**src/rtl/alu_seq_ctrl.sv**
```systemverilog
// Multi-cycle control sequencer for the shared 32-bit MIPS-subset ALU:
// fetch, decode, execute, evaluate, then branch, memory access or write-back.
module alu_seq_ctrl #(
  parameter logic [31:0] RESET_PC  = 32'h0000_0000,
  parameter logic [31:0] HALT_WORD = 32'hFFFF_FFFF,
  parameter int          WAIT_MAX  = 16
) (
  input  logic        clk,
  input  logic        rst,
  input  logic        start,
  output logic        imem_req,
  output logic [31:0] imem_addr,
  input  logic        imem_ready,
  input  logic [31:0] imem_rdata,
  output logic [31:0] instr,
  output logic [4:0]  rs_addr,
  output logic [4:0]  rt_addr,
  output logic        alu_valid,
  input  logic [31:0] alu_result,
  input  logic [2:0]  alu_flags,
  input  logic [31:0] rt_data,
  output logic        dmem_req,
  output logic        dmem_we,
  output logic [31:0] dmem_addr,
  output logic [31:0] dmem_wdata,
  input  logic        dmem_ready,
  output logic        rf_we,
  output logic [4:0]  rf_waddr,
  output logic [1:0]  rf_wsel,
  output logic [31:0] pc,
  output logic [31:0] retired,
  output logic        busy,
  output logic        halted,
  output logic [1:0]  trap
);

  localparam int WW = $clog2(WAIT_MAX) + 1;

  typedef enum logic [2:0] {
    S_IDLE, S_FETCH, S_DECODE, S_EXEC, S_EVAL, S_MEM, S_WB, S_HALTED
  } state_t;

  state_t         r_state, w_next;
  logic [31:0]    r_pc, r_instr, r_addr, r_retired;
  logic [1:0]     r_trap, r_wsel;
  logic [WW-1:0]  r_wait;

  logic [5:0]     w_op, w_fn;
  logic           w_rtype, w_supported, w_ovf_op, w_branch, w_lw, w_sw, w_slt;
  logic           w_retire, w_timeout, w_ovf_trap, w_wait_done;
  logic [4:0]     w_waddr;
  logic           w_unused;

  assign w_op        = r_instr[31:26];
  assign w_fn        = r_instr[5:0];
  assign w_rtype     = (w_op == 6'h00);
  assign w_waddr     = w_rtype ? r_instr[15:11] : r_instr[20:16];
  assign w_wait_done = (r_wait == WW'(WAIT_MAX - 1));
  // less-than is folded into the write-data mux outside this block
  assign w_unused    = alu_flags[1];

  always_comb begin
    w_supported = 1'b0;
    w_ovf_op    = 1'b0;
    w_branch    = 1'b0;
    w_lw        = 1'b0;
    w_sw        = 1'b0;
    w_slt       = 1'b0;
    case (w_op)
      6'h00: case (w_fn)
        6'h00, 6'h02, 6'h03, 6'h21, 6'h23,
        6'h24, 6'h25, 6'h26, 6'h27: w_supported = 1'b1;
        6'h20, 6'h22: begin w_supported = 1'b1; w_ovf_op = 1'b1; end
        6'h2A, 6'h2B: begin w_supported = 1'b1; w_slt    = 1'b1; end
        default: ;
      endcase
      6'h04, 6'h05: begin w_supported = 1'b1; w_branch = 1'b1; end
      6'h08:        begin w_supported = 1'b1; w_ovf_op = 1'b1; end
      6'h09, 6'h0C, 6'h0D, 6'h0E, 6'h0F: w_supported = 1'b1;
      6'h0A, 6'h0B: begin w_supported = 1'b1; w_slt = 1'b1; end
      6'h23:        begin w_supported = 1'b1; w_lw  = 1'b1; end
      6'h2B:        begin w_supported = 1'b1; w_sw  = 1'b1; end
      default: ;
    endcase
  end

  always_comb begin
    w_next     = r_state;
    w_retire   = 1'b0;
    w_timeout  = 1'b0;
    w_ovf_trap = 1'b0;
    case (r_state)
      S_IDLE:   if (start) w_next = S_FETCH;
      S_FETCH:
        if (imem_ready) w_next = S_DECODE;
        else if (w_wait_done) begin w_timeout = 1'b1; w_next = S_HALTED; end
      S_DECODE:
        if (r_instr == HALT_WORD) w_next = S_HALTED;
        else if (!w_supported) begin w_retire = 1'b1; w_next = S_FETCH; end
        else w_next = S_EXEC;
      S_EXEC:   w_next = S_EVAL;
      S_EVAL:
        if (w_ovf_op && alu_flags[2]) begin w_ovf_trap = 1'b1; w_next = S_HALTED; end
        else if (w_branch) begin w_retire = 1'b1; w_next = S_FETCH; end
        else if (w_lw || w_sw) w_next = S_MEM;
        else w_next = S_WB;
      S_MEM:
        if (dmem_ready) begin
          w_retire = w_sw;
          w_next   = w_sw ? S_FETCH : S_WB;
        end else if (w_wait_done) begin w_timeout = 1'b1; w_next = S_HALTED; end
      S_WB:     begin w_retire = 1'b1; w_next = S_FETCH; end
      S_HALTED: if (start) w_next = S_FETCH;
      default:  w_next = S_IDLE;
    endcase
  end

  always_ff @(posedge clk or posedge rst) begin
    if (rst) begin
      r_state   <= S_IDLE;
      r_pc      <= RESET_PC;
      r_instr   <= '0;
      r_addr    <= '0;
      r_retired <= '0;
      r_trap    <= 2'b00;
      r_wsel    <= 2'b00;
      r_wait    <= '0;
    end else begin
      r_state <= w_next;
      // wait counter restarts on every state entry
      if (w_next != r_state)                         r_wait <= '0;
      else if (r_state == S_FETCH || r_state == S_MEM) r_wait <= r_wait + WW'(1);
      else                                           r_wait <= '0;

      if (w_retire)   r_retired <= r_retired + 32'd1;
      if (w_timeout)  r_trap    <= 2'b10;
      if (w_ovf_trap) r_trap    <= 2'b01;

      case (r_state)
        S_IDLE:   if (start) r_pc <= RESET_PC;
        S_HALTED: if (start) begin r_pc <= RESET_PC; r_trap <= 2'b00; end
        S_FETCH:  if (imem_ready) begin
          r_instr <= imem_rdata;
          r_pc    <= r_pc + 32'd4;
        end
        S_EVAL: begin
          r_addr <= alu_result;
          r_wsel <= w_slt ? 2'b10 : 2'b00;
          // pc already points past the branch
          if (w_branch && alu_flags[0])
            r_pc <= r_pc + {{14{r_instr[15]}}, r_instr[15:0], 2'b00};
        end
        S_MEM:    if (dmem_ready && w_lw) r_wsel <= 2'b01;
        default: ;
      endcase
    end
  end

  assign imem_req   = (r_state == S_FETCH);
  assign imem_addr  = r_pc;
  assign instr      = r_instr;
  assign rs_addr    = r_instr[25:21];
  assign rt_addr    = r_instr[20:16];
  assign alu_valid  = (r_state == S_EXEC);
  assign dmem_req   = (r_state == S_MEM);
  assign dmem_we    = (r_state == S_MEM) && w_sw;
  assign dmem_addr  = r_addr;
  assign dmem_wdata = rt_data;
  assign rf_we      = (r_state == S_WB) && (w_waddr != 5'd0);
  assign rf_waddr   = w_waddr;
  assign rf_wsel    = r_wsel;
  assign pc         = r_pc;
  assign retired    = r_retired;
  assign busy       = (r_state != S_IDLE) && (r_state != S_HALTED);
  assign halted     = (r_state == S_HALTED);
  assign trap       = r_trap;

endmodule

```
**config.mk**
```make
export PLATFORM = sky130hd
export DESIGN_NAME = alu_seq_ctrl
export DESIGN_NICKNAME = d
export VERILOG_FILES = /design/src/rtl/alu_seq_ctrl.sv
export SDC_FILE = /design/constraint.sdc
export NUM_CORES = 1
export LEC_CHECK = 0
export ABC_AREA = 1
export CAP_MARGIN = 15
export CELL_PAD_IN_SITES_DETAIL_PLACEMENT = 0
export CELL_PAD_IN_SITES_GLOBAL_PLACEMENT = 2
export CORE_MARGIN = 4
export CORE_UTILIZATION = 24
export CTS_CLUSTER_DIAMETER = 50
export DETAILED_ROUTE_END_ITERATION = 10
export PLACE_DENSITY = 0.87
export SYNTH_ARGS = -nofsm -noshare
export SYNTH_HDL_FRONTEND = slang
export SYNTH_SLANG_ARGS = --single-unit
```
**constraint.sdc**
```tcl
create_clock -name clk -period 5.6 [get_ports clk]
set_input_delay 1.4 -clock clk [delete_from_list [all_inputs] [get_ports clk]]
set_output_delay 1.4 -clock clk [all_outputs]
set_load 0.02 [all_outputs]
```
==> results of run 1 <==
## final timing paths
kind	startpoint	to	slack (ns)	cells past startpoint
worst max-delay path	instr[27]$_DFFE_PP0P_	rf_we	1.23	8
worst min-delay path	r_wait[0]$_DFF_PP0_	r_wait[0]$_DFF_PP0_	0.46	1
worst max register to register	r_state[0]$_DFF_PP0_	imem_addr[30]$_DFFE_PP0P_	2.05	16
worst min register to register	r_wait[0]$_DFF_PP0_	r_wait[0]$_DFF_PP0_	0.46	1
max in group asynchronous	rst	instr[14]$_DFFE_PP0P_	3.15	3
min in group asynchronous	rst	dmem_addr[25]$_DFFE_PP0N_	1.52	2
## worst max-delay path, stage by stage (launching register included)
cell	delay [ns]
dfrtp_1	0.45
nor2_1	0.17
nand2_1	0.10
nor2_1	0.34
inv_1	0.20
o21ai_0	0.31
nor2_1	0.08
a21boi_0	0.20
clkdlybuf4s50_1	0.65
## power groups by stage
stage	sequential [mW]	combinational, mW	clock [mW]
after floorplan	2.01	1.49	0
after global placement	1.71	3.09	0
after detailed placement	1.72	3.10	0
after CTS	1.71	3.11	1.16
after global routing	1.76	3.34	1.19
final	1.69	3.06	1.11
## per-layer routing
layer	GRT usage	routed length [µm]	vias up
li1	-	-	4522
met5	0	0	-
met3	0.0291	1450	37
met1	0.204	14700	4104
met2	0.258	15400	243
met4	0.0417	551	0
## cell families (layout without fill, tap and decap cells)
logic type,after synthesis,in the layout,synth area share
fa+ha+maj,33,33,0.0458
compound gates,140,140,0.0798
flops,138,138,0.377
xor+xnor,32,32,0.0306
other cells,1,4,0.000409
buf+inv,241,431,0.132
simple gates,754,754,0.335
## cell usage in the layout (no fill, tap or decap), drive strengths merged, types with 12 or more instances in the layout
master	n
nand3	68
a21oi	37
nor3	32
nand2	485
dfrtp	138
inv	146
clkdlybuf4s50	252
xor2	20
clkbuf	17
xnor2	12
ha	32
o21ai	94
nor2	136
nand4	18
## registers in the layout, indices dropped and copies added (netlist names)
| signal | count |
|---|---|
| dmem_addr | 32 |
| retired | 32 |
| rf_wsel | 2 |
| trap | 2 |
| imem_addr | 30 |
| instr | 32 |
| r_state | 3 |
| r_wait | 5 |
## metrics by stage
| step | instance area [µm²] | power, mW | std cells | util | setup slack [ns] |
|---|---|---|---|---|---|
| after floorplan | 9180 | 3.50 | 1342 | - | 0.504 |
| after global placement | 11700 | 4.79 | 2011 | 0.311 | 1.78 |
| after detailed placement | 11700 | 4.82 | 2011 | 0.311 | 1.69 |
| after CTS | 12300 | 5.97 | 2043 | 0.326 | 1.18 |
| after global routing | 12300 | 6.29 | 2043 | 0.326 | 0.898 |
| final | 12300 | 5.86 | 2043 | 0.326 | 1.23 |
## area by class of cell
class / count / area (µm²) / area share
clock buffers: 17 / 425 / 0.0346
flip-flops and latches: 138 / 3450 / 0.281
clock inverters: 15 / 136 / 0.0111
well taps: 511 / 639 / 0.0520
repair buffers: 260 / 2580 / 0.210
inverters: 139 / 527 / 0.0429
multi-input cells: 963 / 4530 / 0.368
==> results.py, run 1 <==
metrics = {
    "clock_tree": {
        "cts.sinks": 138,
        "cts_tree": "done",
        "cts_setup_buffers": 0,
        "cts.clk_slew.worst_paths_ns": 0.07,
        "clk_path_buf_depth": 2,
        "cts_repair_resize_count": 0,
        "cts_made_buffers": 17,
        "cts_hold_buffers": 0,
        "clock_latency_ns": 0.45,
        "cts.htree.levels": 4,
        "root_buffer": "clkbuf_16",
    },
    "power": {
        "clkPwrFrac": 0.189,
        "seqPwrFrac": 0.289,
        "switching_power_mw": 2.71,
        "swShare": 0.462,
        "power.leakage_nw": 5.58,
        "p_int_mw": 3.15,
        "p_comb_frac": 0.522,
        "power.density_nw_per_um2": 477,
        "peakVddDrop_mv": 0.248,
    },
    "die": {
        "die_w_um": 203,
        "dieArea_um2": 41400,
        "core_um2": 37700,
        "pin_count": 322,
        "std_cell_rows": 71,
        "fp.dieH_um": 203,
        "start_util": 0.243,
    },
    "global_route": {
        "grt_max_degree": 96,
        "antenna_found_initial": 0,
        "grt_pass1_wl_um": 50200,
        "grt_pass1_vias": 8828,
        "grt_usage": 0.154,
        "grt_overflow_total": 0,
    },
    "flow_run": {
        "max-cap-violations": 0,
    },
    "final_layout": {
        "fillers": 4127,
        "area.growth.synth_to_final_pct": 34.0,
        "n_antenna_cell": 0,
        "layout.nets": 1656,
        "drive_gt1_frac": 0.0333,
    },
    "synth": {
        "async_reset_ff_frac": 1.00,
        "synth_area_um2": 9170,
        "synth.most_common_cell": "nand2_1",
        "synth_area_leaders": "dfrtp_1, nand2_1, buf_4, inv_1, nor2_1",
        "ys_seq_area_frac": 0.377,
        "yosysUniqueCellTypes": 37,
        "netlist.area_leader.share": 0.377,
        "postSynthAreaPerCell_um2": 6.85,
        "synth.largest_area_cell": "dfrtp_1",
        "synth-seq-cells": 138,
        "synth_common_cells": "nand2_1, dfrtp_1, inv_1",
        "synth-edff-count": 0,
        "synth_top_flop_cell": "dfrtp_1",
        "postSynthCellCount": 1339,
        "yosys_warnings": 0,
    },
    "timing": {
        "rsz0062_at_grt": "false",
        "whs_ns": 0.465,
        "setup_viol": 0,
        "maxSlewHeadroom": 0.380,
        "slew_violations": 0,
        "worst_pin_slew_ns": 0.930,
        "setup_tns_ns": 0,
        "skew_ns": 0.0141,
        "period_needed_ns": 4.37,
        "fmax_ghz": 0.229,
        "hold_violations": 0,
        "finalCritPeriodShare": 0.780,
    },
    "critical_path": {
        "timing_worst_setup_path_type": "reg2out",
        "crit_fanout": 8,
        "timing.critical_path.required_ns": 4.20,
        "endpoint_kind": "output pin",
        "critPathLaunchType": "register",
        "arrival_ns": 2.97,
    },
    "min_path": {
        "holdCritPathClass": "reg2reg",
    },
    "drt": {
        "drt_iter0_drc": 517,
        "drc": 0,
        "wl_um": 32100,
        "drt-vias-per-instance": 4.36,
        "wire_per_inst_um": 15.7,
        "final_antenna_net_count": 0,
        "vias": 8906,
        "first_pass_iters": 6,
    },
    "run_status": {
        "outcome": "completed",
    },
    "placed_design": {
        "hpwl_um": 25100,
        "io_buffers": 252,
        "gp_congestion": 0.861,
    },
}
Note: power is estimated with default switching activity, not from simulation.
==> run 2: changes to the inputs <==
==> constraint.sdc (replaced) <==
create_clock -name clk -period 4.4 [get_ports clk]
set_input_delay 1.1 -clock clk [delete_from_list [all_inputs] [get_ports clk]]
set_output_delay 1.1 -clock clk [all_outputs]
set_load 0.02 [all_outputs]
==> run 2 against run 1 <==
  * Flip-flop and latch count stayed put
  * Clock skew is 0.0055 ns lower
  * Register-to-register slack worse by 0.82 ns
  * Critical path depth is 1 higher
  * Wire length is 1.1% higher
  * Non-clock buffer count is 6 higher
  * Sequential power is 28% higher
  * Critical path type unchanged
  * Critical endpoint unchanged
==> results.py, run 2 (synthesis results as in run 1) <==
metrics = {
    "final_layout": {
        "layout_common_cells": "nand2_1, clkdlybuf4s50_1, dfrtp_1",
        "mostFrequentLayoutCell": "nand2_1",
        "layout.cells.non_filler": 2049,
        "area.growth.synth_to_final_pct": 35.3,
        "drive_gt1_frac": 0.0364,
        "n_antenna_cell": 0,
        "final-seq-area_um2": 3450,
        "multi_input_area_um2": 4530,
        "layout.nets": 1662,
        "fillers": 4102,
        "final_core_util": 0.329,
        "postLayoutCellArea_um2": 12400,
    },
    "drt": {
        "wire_per_inst_um": 15.8,
        "first_pass_iters": 5,
        "drt-vias-per-instance": 4.38,
        "vias": 8978,
        "wl_um": 32400,
        "drc": 0,
        "final_antenna_net_count": 0,
        "drt_iter0_drc": 466,
    },
    "critical_path": {
        "timing.critical_path.required_ns": 3.30,
        "crit_fanout": 8,
        "timing_worst_setup_path_type": "reg2out",
        "timing.rr.start": "r_state[0]$_DFF_PP0_",
        "r2r_cells": 16,
        "timing.rr.end": "imem_addr[30]$_DFFE_PP0P_",
        "r2r_slack_ns": 1.23,
        "endpoint_kind": "output pin",
        "arrival_ns": 2.61,
        "critPathLaunchType": "register",
    },
    "min_path": {
        "hp-start": "r_wait[0]$_DFF_PP0_",
        "holdPathStages": 1,
        "holdPathEnd": "r_wait[0]$_DFF_PP0_",
        "holdCritPathClass": "reg2reg",
    },
    "global_route": {
        "antenna_found_initial": 0,
        "grt_max_degree": 53,
        "grt_usage": 0.157,
        "grt_pass1_vias": 8959,
        "grt_overflow_total": 0,
        "grt_pass1_wl_um": 51200,
    },
    "timing": {
        "slew_violations": 0,
        "period_needed_ns": 3.71,
        "setup_viol": 0,
        "worst_pin_slew_ns": 0.698,
        "skew_ns": 0.00861,
        "fmax_ghz": 0.269,
        "maxSlewHeadroom": 0.530,
        "whs_ns": 0.460,
        "hold_violations": 0,
        "fin_ws_ns": 0.689,
        "rsz0062_at_grt": "false",
        "finalCritPeriodShare": 0.843,
        "setup_tns_ns": 0,
    },
    "die": {
        "start_util": 0.243,
        "die_w_um": 203,
        "dieArea_um2": 41400,
        "fp.dieH_um": 203,
        "core_um2": 37700,
        "std_cell_rows": 71,
        "pin_count": 322,
    },
    "clock_tree": {
        "cts.sinks": 138,
        "cts.htree.levels": 4,
        "cts_hold_buffers": 0,
        "clk_path_buf_depth": 2,
        "clock_latency_ns": 0.44,
        "cts.clk_slew.worst_paths_ns": 0.07,
        "cts_made_buffers": 17,
        "cts_setup_buffers": 0,
        "cts_tree": "done",
        "cts_repair_resize_count": 0,
        "root_buffer": "clkbuf_16",
    },
    "placed_design": {
        "place_inst": 2017,
        "dp_worst_setup_slack_ns": 1.13,
        "hpwl_um": 25900,
        "io_buffers": 252,
        "gp_congestion": 0.847,
        "postPlaceCellArea_um2": 11800,
    },
    "power": {
        "power.leakage_nw": 5.65,
        "power.density_nw_per_um2": 615,
        "power_mw": 7.63,
        "peakVddDrop_mv": 0.281,
    },
    "run_status": {
        "outcome": "completed",
    },
    "flow_run": {
        "max-cap-violations": 0,
    },
}
run 2: layout make-up:
cell class                 instances  area share
timing repair buffer             266       0.213
clock inverter                    14      0.0152
inverter                         139      0.0424
clock buffer                      18      0.0346
multi-input combinational        963       0.365
tap                              511      0.0515
sequential                       138       0.278
run 2: how the worst max path moves through the flow:
stage                     slack (ns)                   from  endpoint  cells past startpoint
after global routing            0.44  instr[30]$_DFFE_PP0P_     rf_we                      9
after floorplan                 1.06  instr[27]$_DFFE_PP0P_     rf_we                      7
final                           0.69  instr[30]$_DFFE_PP0P_     rf_we                      9
after global placement          1.13  instr[29]$_DFFE_PP0P_     rf_we                      9
after detailed placement        1.13  instr[30]$_DFFE_PP0P_     rf_we                      9
after CTS                       0.61  instr[30]$_DFFE_PP0P_     rf_we                      9
run 2: routing by layer:
layer  wire, µm  up-vias  track usage
met1      14800     4212        0.209
li1           -     4540            -
met2      15900      202        0.267
met3       1320       24       0.0289
met5          0        -            0
met4        410        0       0.0352
run 2: worst max-delay path, cell delays in order, from the launching register on:
cell and delay (ns):
dfrtp_1 0.42, inv_1 0.15, nand2_1 0.12, nor2_1 0.12, buf_4 0.15, inv_1 0.10
o21ai_0 0.23, nor3_1 0.09, a21boi_0 0.16, clkdlybuf4s50_1 0.63
run 2: where the power goes:
group / switching [mW] / internal, mW
Clock: 0.635 / 0.908
Sequential: 0.457 / 1.70
Combinational: 2.34 / 1.58
